==> config.mk <==
export PLATFORM = sky130hd
export DESIGN_NAME = stream_sched
export DESIGN_NICKNAME = d
export VERILOG_FILES = /design/src/rtl/stream_sched.sv
export SDC_FILE = /design/constraint.sdc
export NUM_CORES = 1
export LEC_CHECK = 0
export CORE_UTILIZATION = 50
export CTS_BUF_LIST = sky130_fd_sc_hd__clkbuf_8 sky130_fd_sc_hd__clkbuf_16
export DETAILED_ROUTE_END_ITERATION = 7
export PLACE_DENSITY = 0.82
export SLEW_MARGIN = 20
export SYNTH_ARGS = -nofsm -noshare
export SYNTH_HDL_FRONTEND = slang
export SYNTH_SLANG_ARGS = --single-unit
==> constraint.sdc <==
create_clock -name clk -period 11.1 [get_ports clk]
set_input_delay 3.33 -clock clk [delete_from_list [all_inputs] [get_ports clk]]
set_output_delay 3.33 -clock clk [all_outputs]
set_load 0.02 [all_outputs]
==> src/rtl/stream_sched.sv <==
// stream_sched: frame sequencer for the interpolator test chain.
// Clears the output FIFO, starts source and sink together, then waits for both under a watchdog.
module stream_sched #(
  parameter int CONFIG_WIDTH = 32,
  parameter int FRAME_WIDTH  = 8
) (
  input  logic                    clk,
  input  logic                    rstn,
  input  logic                    start_i,
  input  logic                    abort_i,
  input  logic [CONFIG_WIDTH-1:0] ilen_i,
  input  logic [CONFIG_WIDTH-1:0] olen_i,
  input  logic [FRAME_WIDTH-1:0]  nframes_i,
  input  logic [CONFIG_WIDTH-1:0] timeout_i,
  input  logic                    src_done_i,
  input  logic                    sink_done_i,
  output logic                    src_start_o,
  output logic                    sink_start_o,
  output logic [CONFIG_WIDTH-1:0] src_len_o,
  output logic [CONFIG_WIDTH-1:0] sink_len_o,
  output logic                    ip_en_o,
  output logic                    fifo_clr_o,
  output logic                    busy_o,
  output logic                    done_o,
  output logic                    error_o,
  output logic [1:0]              err_code_o,
  output logic [FRAME_WIDTH-1:0]  frame_cnt_o
);

  typedef enum logic [2:0] {
    S_IDLE, S_CLEAR, S_ARM, S_RUN, S_FDONE, S_DONE, S_ERROR
  } state_t;

  localparam logic [1:0] ERR_NONE    = 2'd0;
  localparam logic [1:0] ERR_CFG     = 2'd1;
  localparam logic [1:0] ERR_TIMEOUT = 2'd2;

  state_t                  state;
  logic [FRAME_WIDTH-1:0]  nframes_q;
  logic [CONFIG_WIDTH-1:0] timeout_q;
  logic [CONFIG_WIDTH-1:0] wdog;
  logic                    src_seen;
  logic                    sink_seen;

  logic [CONFIG_WIDTH-1:0] wdog_next;
  logic                    expired;
  logic                    both_done;
  logic                    bad_cfg;

  assign wdog_next = wdog + CONFIG_WIDTH'(1);
  // Saturated watchdog wraps wdog_next to 0, which never matches a non-zero limit.
  assign expired   = (timeout_q != '0) && (wdog_next == timeout_q);
  assign both_done = (src_seen | src_done_i) & (sink_seen | sink_done_i);
  assign bad_cfg   = (ilen_i == '0) || (olen_i == '0) || (nframes_i == '0);

  // Outputs are set on the edge entering each state so they are valid for that whole state.
  always_ff @(posedge clk or negedge rstn) begin
    if (!rstn) begin
      state        <= S_IDLE;
      nframes_q    <= '0;
      timeout_q    <= '0;
      wdog         <= '0;
      src_seen     <= 1'b0;
      sink_seen    <= 1'b0;
      src_start_o  <= 1'b0;
      sink_start_o <= 1'b0;
      src_len_o    <= '0;
      sink_len_o   <= '0;
      ip_en_o      <= 1'b0;
      fifo_clr_o   <= 1'b0;
      busy_o       <= 1'b0;
      done_o       <= 1'b0;
      error_o      <= 1'b0;
      err_code_o   <= ERR_NONE;
      frame_cnt_o  <= '0;
    end else begin
      src_start_o  <= 1'b0;
      sink_start_o <= 1'b0;
      fifo_clr_o   <= 1'b0;
      done_o       <= 1'b0;
      if (abort_i && state != S_IDLE) begin
        state      <= S_IDLE;
        busy_o     <= 1'b0;
        ip_en_o    <= 1'b0;
        fifo_clr_o <= 1'b1;
        error_o    <= 1'b0;
        err_code_o <= ERR_NONE;
      end else begin
        case (state)
          S_IDLE: begin
            if (start_i) begin
              src_len_o   <= ilen_i;
              sink_len_o  <= olen_i;
              nframes_q   <= nframes_i;
              timeout_q   <= timeout_i;
              frame_cnt_o <= '0;
              busy_o      <= 1'b1;
              if (bad_cfg) begin
                state      <= S_ERROR;
                error_o    <= 1'b1;
                err_code_o <= ERR_CFG;
              end else begin
                state      <= S_CLEAR;
                err_code_o <= ERR_NONE;
                fifo_clr_o <= 1'b1;
              end
            end
          end
          S_CLEAR: begin
            src_seen     <= 1'b0;
            sink_seen    <= 1'b0;
            state        <= S_ARM;
            src_start_o  <= 1'b1;
            sink_start_o <= 1'b1;
            ip_en_o      <= 1'b1;
          end
          S_ARM: begin
            wdog  <= '0;
            state <= S_RUN;
          end
          S_RUN: begin
            if (expired) begin
              state      <= S_ERROR;
              ip_en_o    <= 1'b0;
              error_o    <= 1'b1;
              err_code_o <= ERR_TIMEOUT;
            end else if (both_done) begin
              state       <= S_FDONE;
              ip_en_o     <= 1'b0;
              frame_cnt_o <= frame_cnt_o + FRAME_WIDTH'(1);
            end else begin
              src_seen  <= src_seen | src_done_i;
              sink_seen <= sink_seen | sink_done_i;
              wdog      <= (&wdog) ? wdog : wdog_next;
            end
          end
          S_FDONE: begin
            if (frame_cnt_o == nframes_q) begin
              state  <= S_DONE;
              done_o <= 1'b1;
            end else begin
              state      <= S_CLEAR;
              fifo_clr_o <= 1'b1;
            end
          end
          S_DONE: begin
            state  <= S_IDLE;
            busy_o <= 1'b0;
          end
          S_ERROR: begin
            state <= S_ERROR;
          end
          default: begin
            state  <= S_IDLE;
            busy_o <= 1'b0;
          end
        endcase
      end
    end
  end

endmodule

==> impl_metrics.csv <==
group,metric,value,unit
route,firstDrtPassIters,5,
place,port_buffers,190,
clock_tree,root_buffer,"clkbuf_16",
sta,tns,0,ns
synth,ys_async_sr_fraction,100,%
floorplan,die_h,130,um
synth,synth_area,8160,sq um
floorplan,initial_core_util,51.4,%
sta,tightest_slew,1.16,ns
synth,synthFlopType,"dfrtp_1",
final_layout,nets,1233,
floorplan,die_area,16800,sq um
final_layout,final_cells,1350,
pwr,power.density,246,nW/um^2
final_layout,antennaDiodeCount,0,
critical_path,critPathLaunchType,"primary input",
synth,synth_cell_types,62,
synth,ys_seq_area_share,48.2,%
place,post-place-cells,1318,
route,via_per_inst,5.63,
run,drv_cap,0,
sta,maxSlewViolCount,0,
clock_tree,clock_sinks,157,
final_layout,num-fill-cells,1236,
sta,rsz0062_at_grt,"no",
route,routedWlPerCell,17.7,um
synth,ys_warn_count,0,
route,wl,23.8,mm
min_path,hold_class,"reg2reg",
route,ant_nets,0,
place,gp_congestion,0.948,
synth,synth_cells,960,
clock_tree,insertion_delay,0.43,ns
global_route,grt-ovfl-total,0,
global_route,antenna_found_initial,0,
floorplan,core,15900,sq um
sta,fin_skew,0.00832,ns
clock_tree,cts_buffer_depth,2,
global_route,grt_pass1_vias,7249,
clock_tree,cts_made_buffers,17,
global_route,grt_pass1_wl,37.6,mm
critical_path,cp_max_fo,27,
clock_tree,cts_max_level,4,
floorplan,ios,191,
synth,synth_nets,1072,
floorplan,rows,46,
clock_tree,cts_tree,"built",
synth,synth-edff-count,0,
floorplan,fp.dieW,130,um
sta,fin_crit_sh,48.9,%
place,post-dp-hpwl,17.2,mm
clock_tree,cts-resized-gates,0,
clock_tree,cts_hold_buf,0,
global_route,track_usage,29.4,%
final_layout,syn_to_final_growth,32.2,%
sta,finalSetupViolCount,0,
synth,avgSynthCellArea,8.50,sq um
outcome,status,"finished clean",
route,vias,7600,
critical_path,critPathRequiredTime,11.46,ns
synth,synth-seq-cells,157,
critical_path,arrival,5.79,ns
clock_tree,clkTransAtPathRegs,0.07,ns
critical_path,critPathCaptureType,"flip-flop",
critical_path,worst-setup-path-type,"in2reg",
sta,relSlewSlack,22.4,%
sta,post-route-min-period,5.43,ns
route,drtIter0Drc,603,
route,remaining_drc_errors,0,
final_layout,final_layout_size_suffix_gt1_share,4.67,%
pwr,p_leak,4.92,nW
sta,fmax,184,MHz
clock_tree,cts_setup_buffers,0,
pwr,peakVddDrop,0.000159,V
sta,final-hold-violation-count,0,
global_route,grt_max_degree,99,
==> final cells by class <==
type / instances / area [sq um] / share of cell area [%]
flip-flops and latches: 157 / 3930 / 36.4
clock buffers: 17 / 425 / 3.95
clock inverters: 15 / 196 / 1.82
repair buffers: 194 / 1930 / 17.9
well taps: 216 / 270 / 2.51
inverters: 13 / 48.8 / 0.453
multi-input cells: 738 / 3980 / 36.9
==> final timing paths <==
path / start / end / slack, ns / cells after the start
max: abort_i / wdog[24] / 5.67 / 6
min: sink_len_o[12] / sink_len_o[12] / 0.47 / 2
max reg2reg: wdog[0] / wdog[22] / 6.49 / 11
min reg2reg: sink_len_o[12] / sink_len_o[12] / 0.47 / 2
max in group asynchronous: rstn / frame_cnt_o[0] / 6.70 / 2
min in group asynchronous: rstn / timeout_q[17] / 2.94 / 1
==> state kept, by name, indices dropped and copies added (netlist names), 2 cells and up <==
signal and flops:
sink_len_o 32, src_len_o 32, timeout_q 32, wdog 32, frame_cnt_o 8, nframes_q 8
state 3, err_code_o 2
==> worst max-delay path: stages <==
cell and delay, ns:
clkdlybuf4s50_1 0.60, nor2_1 0.46, o21ai_4 0.16, nor2_2 0.85, and3_1 0.28, a221o_1 0.10
==> synth_stat cells, types with 2 or more instances <==
cell type | instances | area share (%)
o21ai_1 | 13 | 0.80
dfrtp_1 | 157 | 48
xnor2_1 | 34 | 3.7
nor2_1 | 31 | 1.4
inv_1 | 13 | 0.60
a211oi_1 | 3 | 0.28
nand4_1 | 32 | 2.5
ha_1 | 2 | 0.31
nand3b_1 | 2 | 0.18
nand2b_1 | 5 | 0.38
o31ai_1 | 4 | 0.37
a21oi_1 | 15 | 0.92
nand4b_1 | 3 | 0.32
o21bai_1 | 2 | 0.18
xnor3_1 | 2 | 0.55
mux2_2 | 2 | 0.28
o21ai_0 | 34 | 2.1
nand3_1 | 16 | 0.98
a21o_1 | 6 | 0.55
and3_1 | 19 | 1.5
nor4_2 | 3 | 0.46
or2_1 | 2 | 0.15
xor2_1 | 22 | 2.4
a221o_1 | 7 | 0.86
a22oi_1 | 5 | 0.46
buf_2 | 9 | 0.55
a31oi_1 | 5 | 0.38
o22a_1 | 2 | 0.21
and2_1 | 5 | 0.38
o22ai_1 | 2 | 0.15
and4_1 | 10 | 1.1
mux2i_1 | 5 | 0.61
nand2_1 | 351 | 16
nor2b_1 | 5 | 0.38
or3_1 | 7 | 0.54
nor3_1 | 20 | 1.2
or4_1 | 2 | 0.18
nor4_1 | 35 | 2.7
clkbuf_1 | 41 | 1.9
a22o_1 | 5 | 0.54
==> placed cells by master (no fill, tap or decap), types with 3 or more instances in the layout <==
cell type	Yosys	final
o31ai_1	4	4
a22oi_1	5	5
nand4_1	32	32
buf_4	1	4
nor4_2	3	3
inv_8	0	3
a221o_1	7	7
a21o_1	6	6
mux2i_1	5	5
a21oi_1	15	15
xnor2_1	34	34
nor2_1	31	29
and2_1	5	5
or3_1	7	7
dfrtp_1	157	157
clkdlybuf4s50_1	0	189
xor2_1	22	22
nor2b_1	5	5
a22o_1	5	5
nand2b_1	5	5
nand4b_1	3	3
nand3_1	16	16
and3_1	19	19
nand2_1	351	350
nor4_1	35	35
clkbuf_16	0	17
o21ai_1	13	13
and4_1	10	10
a211oi_1	3	3
inv_1	13	13
nor3_1	20	20
o21ai_0	34	34
inv_6	0	7
a31oi_1	5	5
==> routing by layer <==
metal | track usage (%) | vias to the layer above | wire [um]
met5 | 0 | - | 0
met4 | 9.71 | 0 | 552
met3 | 8.12 | 42 | 1980
met2 | 48.2 | 307 | 11500
met1 | 37.7 | 3639 | 9770
li1 | - | 3612 | -
==> cells by family after synthesis <==
kind of cell / share of synthesized area [%]
compound gates: 8.88
flops: 48.2
mux: 1.03
xor+xnor: 6.56
buf+inv: 3.27
fa+ha+maj: 0.307
simple gates: 31.8
==> per-stage QoR <==
step | hold WS (ns) | cell area, sq um | setup WS, ns | utilization, % | power (mW)
2_1_floorplan | 0.465 | 8160 | 6.39 | - | 1.56
3_3_place_gp | 0.457 | 10200 | 5.35 | 64.0 | 2.01
3_5_place_dp | 0.462 | 10200 | 5.29 | 64.0 | 2.04
4_1_cts | 0.478 | 10800 | 5.73 | 67.9 | 2.66
5_1_grt | 0.494 | 10800 | 5.46 | 67.9 | 2.81
6_report | 0.475 | 10800 | 5.67 | 67.9 | 2.65
==> power by group <==
| part | switching (mW) | total, mW | leakage (nW) | internal, mW |
|---|---|---|---|---|
| Combinational | 0.624 | 1.09 | 2.59 | 0.464 |
| Clock | 0.270 | 0.616 | 0.306 | 0.345 |
| Sequential | 0.175 | 0.950 | 2.02 | 0.775 |
| Total | 1.07 | 2.65 | 4.92 | 1.58 |
Note: power is estimated with default switching activity, not from simulation.
